[config.mk]
export PLATFORM = sky130hd
export DESIGN_NAME = pc_predict_select
export DESIGN_NICKNAME = d
export VERILOG_FILES = /design/src/rtl/y86_pkg.sv /design/src/rtl/pcs_ras.sv /design/src/rtl/pc_predict_select.sv
export SDC_FILE = /design/constraint.sdc
export NUM_CORES = 1
export LEC_CHECK = 0
export CAP_MARGIN = 20
export CORE_AREA = 2 2 183 185
export CTS_BUF_LIST = sky130_fd_sc_hd__clkbuf_4 sky130_fd_sc_hd__clkbuf_8
export CTS_CLUSTER_DIAMETER = 60
export DETAILED_ROUTE_END_ITERATION = 16
export DIE_AREA = 0 0 185 187
export PLACE_DENSITY = 0.48
export SETUP_SLACK_MARGIN = 0.1
export SYNTH_ARGS = -nofsm -noshare
export SYNTH_HDL_FRONTEND = slang
export SYNTH_HIERARCHICAL = 1
export SYNTH_SLANG_ARGS = --single-unit
[constraint.sdc]
create_clock -name clk -period 4.25 [get_ports clk]
set_input_delay 0.6375 -clock clk [delete_from_list [all_inputs] [get_ports clk]]
set_output_delay 0.6375 -clock clk [all_outputs]
set_load 0.03 [all_outputs]
[src/rtl/y86_pkg.sv]
// Shared Y86-64 definitions: instruction codes and the fetch-PC sequencer state.
package y86_pkg;

   localparam logic [3:0] HALT   = 4'h0;
   localparam logic [3:0] NOP    = 4'h1;
   localparam logic [3:0] RRMOVQ = 4'h2;
   localparam logic [3:0] IRMOVQ = 4'h3;
   localparam logic [3:0] RMMOVQ = 4'h4;
   localparam logic [3:0] MRMOVQ = 4'h5;
   localparam logic [3:0] OPQ    = 4'h6;
   localparam logic [3:0] JXX    = 4'h7;
   localparam logic [3:0] CALL   = 4'h8;
   localparam logic [3:0] RET    = 4'h9;
   localparam logic [3:0] PUSHQ  = 4'hA;
   localparam logic [3:0] POPQ   = 4'hB;

   typedef enum logic [1:0] {
      IDLE     = 2'd0,
      RET_WAIT = 2'd1,
      HALTED   = 2'd2
   } pcs_state_t;

endpackage

[src/rtl/pcs_ras.sv]
// Circular return-address stack; when full, a push overwrites the oldest entry.
module pcs_ras #(
   parameter int unsigned ADDR_W    = 64,
   parameter int unsigned RAS_DEPTH = 8
) (
   input  logic              clk,
   input  logic              rst_n,
   input  logic              push,
   input  logic              pop,
   input  logic [ADDR_W-1:0] din,
   output logic [ADDR_W-1:0] top,
   output logic              empty,
   output logic              full
);

   localparam int unsigned PTR_W = $clog2(RAS_DEPTH);
   localparam int unsigned CNT_W = PTR_W + 1;
   localparam logic [PTR_W-1:0] PTR_ONE = PTR_W'(1);
   localparam logic [CNT_W-1:0] CNT_ONE = CNT_W'(1);
   localparam logic [CNT_W-1:0] CNT_MAX = CNT_W'(RAS_DEPTH);

   logic [ADDR_W-1:0] mem [RAS_DEPTH];
   logic [PTR_W-1:0]  ptr;
   logic [PTR_W-1:0]  top_idx;
   logic [CNT_W-1:0]  cnt;

   // ptr names the next free slot; it wraps naturally since RAS_DEPTH is a power of 2
   assign top_idx = ptr - PTR_ONE;
   assign top     = mem[top_idx];
   assign empty   = (cnt == '0);
   assign full    = (cnt == CNT_MAX);

   always_ff @(posedge clk or negedge rst_n) begin
      if (!rst_n) begin
         ptr <= '0;
         cnt <= '0;
      end else if (push) begin
         ptr <= ptr + PTR_ONE;
         if (!full) cnt <= cnt + CNT_ONE;
      end else if (pop && !empty) begin
         ptr <= top_idx;
         cnt <= cnt - CNT_ONE;
      end
   end

   always_ff @(posedge clk) begin
      if (push) mem[ptr] <= din;
   end

endmodule

[src/rtl/pc_predict_select.sv]
// Fetch-PC selection and ret/halt sequencing for the Y86-64 pipeline.
// Optional return-address stack enabled by defining PCS_RAS_EN.
module pc_predict_select
   import y86_pkg::*;
#(
   parameter int unsigned          ADDR_W    = 64,
   parameter logic [ADDR_W-1:0]    RESET_PC  = '0,
   parameter int unsigned          RAS_DEPTH = 8
) (
   input  logic              clk,
   input  logic              rst_n,
   input  logic              f_stall,
   input  logic [3:0]        f_icode,
   input  logic [ADDR_W-1:0] f_valC,
   input  logic [ADDR_W-1:0] f_valP,
   input  logic [3:0]        m_icode,
   input  logic              m_cnd,
   input  logic [ADDR_W-1:0] m_valA,
   input  logic [3:0]        w_icode,
   input  logic [ADDR_W-1:0] w_valM,
   input  logic [ADDR_W-1:0] w_pred_ret,
   output logic [ADDR_W-1:0] f_pc,
   output logic [ADDR_W-1:0] pred_pc,
   output logic              redirect,
   output logic              ret_pending,
   output logic              halted
);

   pcs_state_t        state;
   logic              w_redir;
   logic              m_redir;
   logic              active;
   logic              ras_hit;
   logic [ADDR_W-1:0] ras_top;

`ifdef PCS_RAS_EN
   logic ras_push;
   logic ras_pop;
   logic ras_empty;
   logic unused_ras_full;

   // A correctly predicted return needs no redirect
   assign w_redir  = (w_icode == RET) && (w_valM != w_pred_ret);
   assign ras_hit  = !ras_empty;
   assign ras_push = active && (f_icode == CALL);
   assign ras_pop  = active && (f_icode == RET) && ras_hit;

   pcs_ras #(
      .ADDR_W    (ADDR_W),
      .RAS_DEPTH (RAS_DEPTH)
   ) u_ras (
      .clk   (clk),
      .rst_n (rst_n),
      .push  (ras_push),
      .pop   (ras_pop),
      .din   (f_valP),
      .top   (ras_top),
      .empty (ras_empty),
      .full  (unused_ras_full)
   );
`else
   localparam int unsigned unused_ras_depth = RAS_DEPTH;
   logic unused_pred_ret;

   assign w_redir         = (w_icode == RET);
   assign ras_hit         = 1'b0;
   assign ras_top         = '0;
   assign unused_pred_ret = ^w_pred_ret;
`endif

   assign m_redir  = (m_icode == JXX) && !m_cnd;
   assign redirect = w_redir || m_redir;

   always_comb begin
      f_pc = pred_pc;
      if (w_redir)      f_pc = w_valM;
      else if (m_redir) f_pc = m_valA;
   end

   // A redirect overrides both the stall and any wait state
   assign active = redirect || (!f_stall && (state == IDLE));

   always_ff @(posedge clk or negedge rst_n) begin
      if (!rst_n) begin
         state   <= IDLE;
         pred_pc <= RESET_PC;
      end else if (active) begin
         case (f_icode)
            RET: begin
               if (ras_hit) begin
                  pred_pc <= ras_top;
                  state   <= IDLE;
               end else begin
                  state   <= RET_WAIT;
               end
            end
            HALT: state <= HALTED;
            JXX, CALL: begin
               pred_pc <= f_valC;
               state   <= IDLE;
            end
            default: begin
               pred_pc <= f_valP;
               state   <= IDLE;
            end
         endcase
      end
   end

   assign ret_pending = (state == RET_WAIT);
   assign halted      = (state == HALTED);

endmodule

After elaboration in Yosys (flattened, before gate mapping)
Cells that the tools add are included.
{"block": "classes", "n_eq_ne": 7, "reduce_logical": 11, "mux": 4, "bitwise_logic": 1}
{"cell": "two-way mux 64 bit", "count": 2}
{"cell": "case mux 64 bit (2 select lines)", "count": 1}
{"cell": "equality test 4 bit, second input constant", "count": 3}
{"cell": "equality test 4 x 3 -> 1 bit, second input constant", "count": 2}
{"cell": "zero test 4 bit", "count": 1}
{"cell": "case mux 2 bit (2 select lines)", "count": 1}
{"cell": "OR reduction 2 bit", "count": 2}
{"cell": "equality test 2 x 1 -> 1 bit, second input constant", "count": 1}
{"cell": "equality test 2 bit, second input constant", "count": 1}
{"cell": "logical AND 1 bit", "count": 2}
{"cell": "zero test 1 bit", "count": 2}
{"cell": "zero test 2 bit", "count": 1}
{"cell": "logical OR 1 bit", "count": 2}
{"cell": "AND reduction 2 bit", "count": 1}
{"cell": "inverter 1 bit", "count": 1}
{"block": "word_totals", "reg_bits": 66, "wordCells": 25}

Depth between registers and ports, before layout
{"block": "depth", "ltp_word": 5, "depth_mapped": 7, "ltp_nobuf": 4}

Worst setup path after synthesis
No wires, ideal clock.
{"block": "synth_path", "kind": "input-to-output", "start": "in m_cnd", "end": "out f_pc[30]", "arrival_time_ns": 2.220, "required_ns": 3.612, "n_path_buf": 1, "stages": 5, "path_slack_ns": 1.392, "cell_sequence": "and4bb_2 nand2_1 buf_2 mux2i_1 o21ai_0"}
{"block": "synth_via", "elab_chain_len": 4}
{"element": "start, declared", "line": "pc_predict_select.sv:17", "text": "input logic m_cnd,"}
{"element": "zero test 1 bit", "line": "pc_predict_select.sv:71", "text": "assign m_redir = (m_icode == JXX) && !m_cnd;"}
{"element": "logical AND 1 bit", "line": "pc_predict_select.sv:71"}
{"element": "two-way mux 64 bit", "line": "pc_predict_select.sv:77", "text": "else if (m_redir) f_pc = m_valA;"}
{"element": "two-way mux 64 bit", "line": "pc_predict_select.sv:76", "text": "if (w_redir) f_pc = w_valM;"}
{"element": "end, declared", "line": "pc_predict_select.sv:22", "text": "output logic [ADDR_W-1:0] f_pc,"}
No other way between the ends.

Worst setup path after layout
{"block": "layout_path", "start": "in m_cnd", "end": "out f_pc[28]"}
Same word-level chain as after synthesis.

==> qor.csv <==
stage,metric,value,unit
run_status,outcome,"finished, final reports clean",
clock_tree,CTS tree,done,
timing,count of pins over their slew limit,0,
synth,post-synth top area share,24.4,%
die,Die Y-Extent,187,um
setup_path,worst-path cell chain,clkdlybuf4s50_1 > and4bb_2 > nand2_4 > buf_12 > mux2i_1 > o21ai_0 > clkdlybuf4s50_1,
timing,Slew @ Worst Pin,0.877,ns
setup_path,Worst EP arrival,2.97,ns
placed_design,pre-CTS WS,0.602,ns
synth,"count leader, synth",dfrtp_1,
timing,Tmin final,3.61,ns
timing,final worst-path cycle share,85.0,%
setup_path,Setup CP Type,in -> out,
timing,Max Clk Rate,277,MHz
routing,detailed-route DRC error count,0,
synth,Yosys top cell by area,dfrtp_1,
timing,RSZ-0062 raised after global routing,no,
clock_tree,clock tree sinks,66,
setup_path,CP peak stage delay,0.71,ns
timing,Final Hold Vio Count,0,
synth,Yosys Warn Count,6,
die,Die ar.,0.0346,mm2
clock_tree,worst skew pair latency,0.35,ns
synth,post-synth net total,1150,
timing,Slew HR,41.6,%
clock_tree,Root Driver,clkbuf_8,
grt,initial antenna violation count,0,
routing,initial DRC count,326,
clock_tree,cts hold-fix bufs,0,
min_path,Hold WC Path Type,in -> async,
placed_design,DPL Wire Length,20500,um
final_layout,Area Overhead vs Synth,67.7,%
timing,Fin Setup TNS,0,ns
synth,Synth area leaders,"dfrtp_1, mux2_2, mux2i_1",
grt,vias in the first global route,7690,
die,area of the core,0.0329,mm2
pwr,pwr dens,418,mW/mm2
clock_tree,# resized after CTS,0,
setup_path,CP most frequent cell,clkdlybuf4s50_1,
routing,vias after detailed routing,7634,
final_layout,post-layout util,34.5,%
grt,total gr overflow,0,
die,IO Pins,467,
timing,Setup WS post-layout,0.639,ns
synth,Cell variety after synth,32,
grt,first-pass GRT wire length,44500,um
timing,Final Setup Violations,0,
synth,Post-synth EDFFs,0,
grt,largest net degree at the start of global routing,95,
setup_path,CP Max Fanout,29,
setup_path,CP Buf/Inv Count,3,
setup_path,worst path required time,3.61,ns
synth,"FF+latch count, synth",66,
clock_tree,"CTS clk-pin slew, worst paths",0.09,ns
placed_design,gpl congestion,0.735,
setup_path,"Max stage delay cell, worst path",clkdlybuf4s50_1,
final_layout,layout cell share with drive strength beyond 1,9.47,%
clock_tree,# Post-CTS Setup Buffers,0,
clock_tree,H-tree depth,3,
setup_path,Reg2Reg Setup Slack,2.36,ns
routing,routed vias/inst,4.74,
routing,Avg WL per Cell,18.0,um
grt,total track usage,16.5,%
synth,post-synthesis sequential area ratio,24.4,%
clock_tree,Num CTS Buffers,9,
synth,ys flop type,dfrtp_1,
synth,most frequent cells after synthesis,"dfrtp_1, inv_1, nand2_1",
placed_design,Port-buffer cells,402,
pwr,Leakage Power,4.62,nW
setup_path,Crit path max-delay family,buffers and inverters,
final_layout,Fillers,3471,
routing,Detail Route Antenna Nets,0,
run,Max Cap Viol,0,
final_layout,fin nets,1492,
setup_path,startpoint types,primary input,
final_layout,ANT cells,0,
die,Rows,67,
synth,Mapped Area,0.00676,mm2
synth,"FFs w/ async S/R, synth",100,%
die,starting density of the core,20.6,%
clock_tree,deepest clock path buffer count,2,
routing,drt pass-1 iters,4,
synth,Mapped Avg Cell Area,8.30,um2
setup_path,CP endpoint kind,output pin,
die,Die X,185,um
routing,WL final,29000,um
synth,Syn Inst Count,814,
timing,Max Clock Skew,0.0113,ns
pwr,Max IR drop VDD,0.000205,V
-- metal layers --
layer / up-vias / share of wire [%] / routed length, um / track usage [%]
met1: 3630 / 43 / 12400 / 20.2
met4: 0 / 2.0 / 567 / 5.01
met5: - / 0 / 0 / 0
met2: 235 / 50 / 14400 / 29.1
met3: 24 / 5.4 / 1580 / 2.84
li1: 3745 / - / - / -
-- placed cells by master, fill, tap and decap left out, types with 2 or more instances in the layout --
cell type and n:
clkbuf_8 11, or2b_1 6, o22ai_1 64, clkdlybuf4s50_1 397, nand2_1 64, inv_1 65, a221oi_1 64, buf_2 2
o21ai_0 64, nor2b_1 2, mux2_4 6, clkinvlp_4 2, a21oi_1 64, buf_12 6, buf_4 14, nand2b_1 59
or4b_1 64, mux2i_1 64, dfrtp_1 66, mux2_2 58
-- per-stage QoR --
step / hold slack, ns / power, mW / std cells / instance area (um2)
floorplan: 0.342 / 2.73 / 814 / 6760
global placement: 0.522 / 4.17 / 1592 / 11100
global route: 0.200 / 5.01 / 1609 / 11300
detailed placement: 0.525 / 4.17 / 1592 / 11100
CTS: 0.464 / 4.82 / 1608 / 11300
finish: 0.202 / 4.74 / 1609 / 11300
-- state kept, by name, summed over array words and instances, names as in the netlist --
signal and flops:
pred_pc 64, state 2
-- power breakdown --
part	internal, mW	leakage, nW	switching (mW)
Clock	0.310	0.102	0.292
Sequential	0.865	0.789	0.226
Combinational	1.44	3.73	1.61
Total	2.61	4.62	2.12
-- kinds of logic (layout without fill, tap and decap cells) --
| logic type | Yosys count | in the layout | synth area share, % |
|---|---|---|---|
| AOI/OAI and AO/OA | 262 | 262 | 24.6 |
| xor gates and xnor gates | 1 | 1 | 0.130 |
| DFF | 66 | 66 | 24.4 |
| muxes | 128 | 128 | 20.5 |
| and+or+nand+nor | 202 | 202 | 20.1 |
| buffers and inverters | 155 | 502 | 10.3 |
-- final cells by class --
cell class / instances / area (um2) / area share, %
Clock buffer: 12 / 159 / 1.40
Clock inverter: 4 / 50.0 / 0.441
Multi-Input combinational cell: 593 / 4420 / 39.0
Tap cell: 448 / 561 / 4.94
Sequential cell: 66 / 1650 / 14.6
Timing Repair Buffer: 421 / 4250 / 37.5
Inverter: 65 / 244 / 2.15
-- path summary, 6_finish.rpt --
path / start / end / cells after the start
max in group asynchronous: rst_n / state[1] / 2
worst max-delay path: m_cnd / f_pc[28] / 7
min in group clk: state[0] / state[0] / 1
worst max register to register: state[1] / pred_pc[22] / 4
worst min register to register: state[0] / state[0] / 1
worst min-delay path: rst_n / pred_pc[15] / 1
-- worst register-to-register path, stage by stage (launching register included) --
cell	delay, ns
dfrtp_1	0.41
or3_1	0.45
a21oi_4	0.20
buf_12	0.31
mux2_2	0.41
Note: power is estimated with default switching activity, not from simulation.
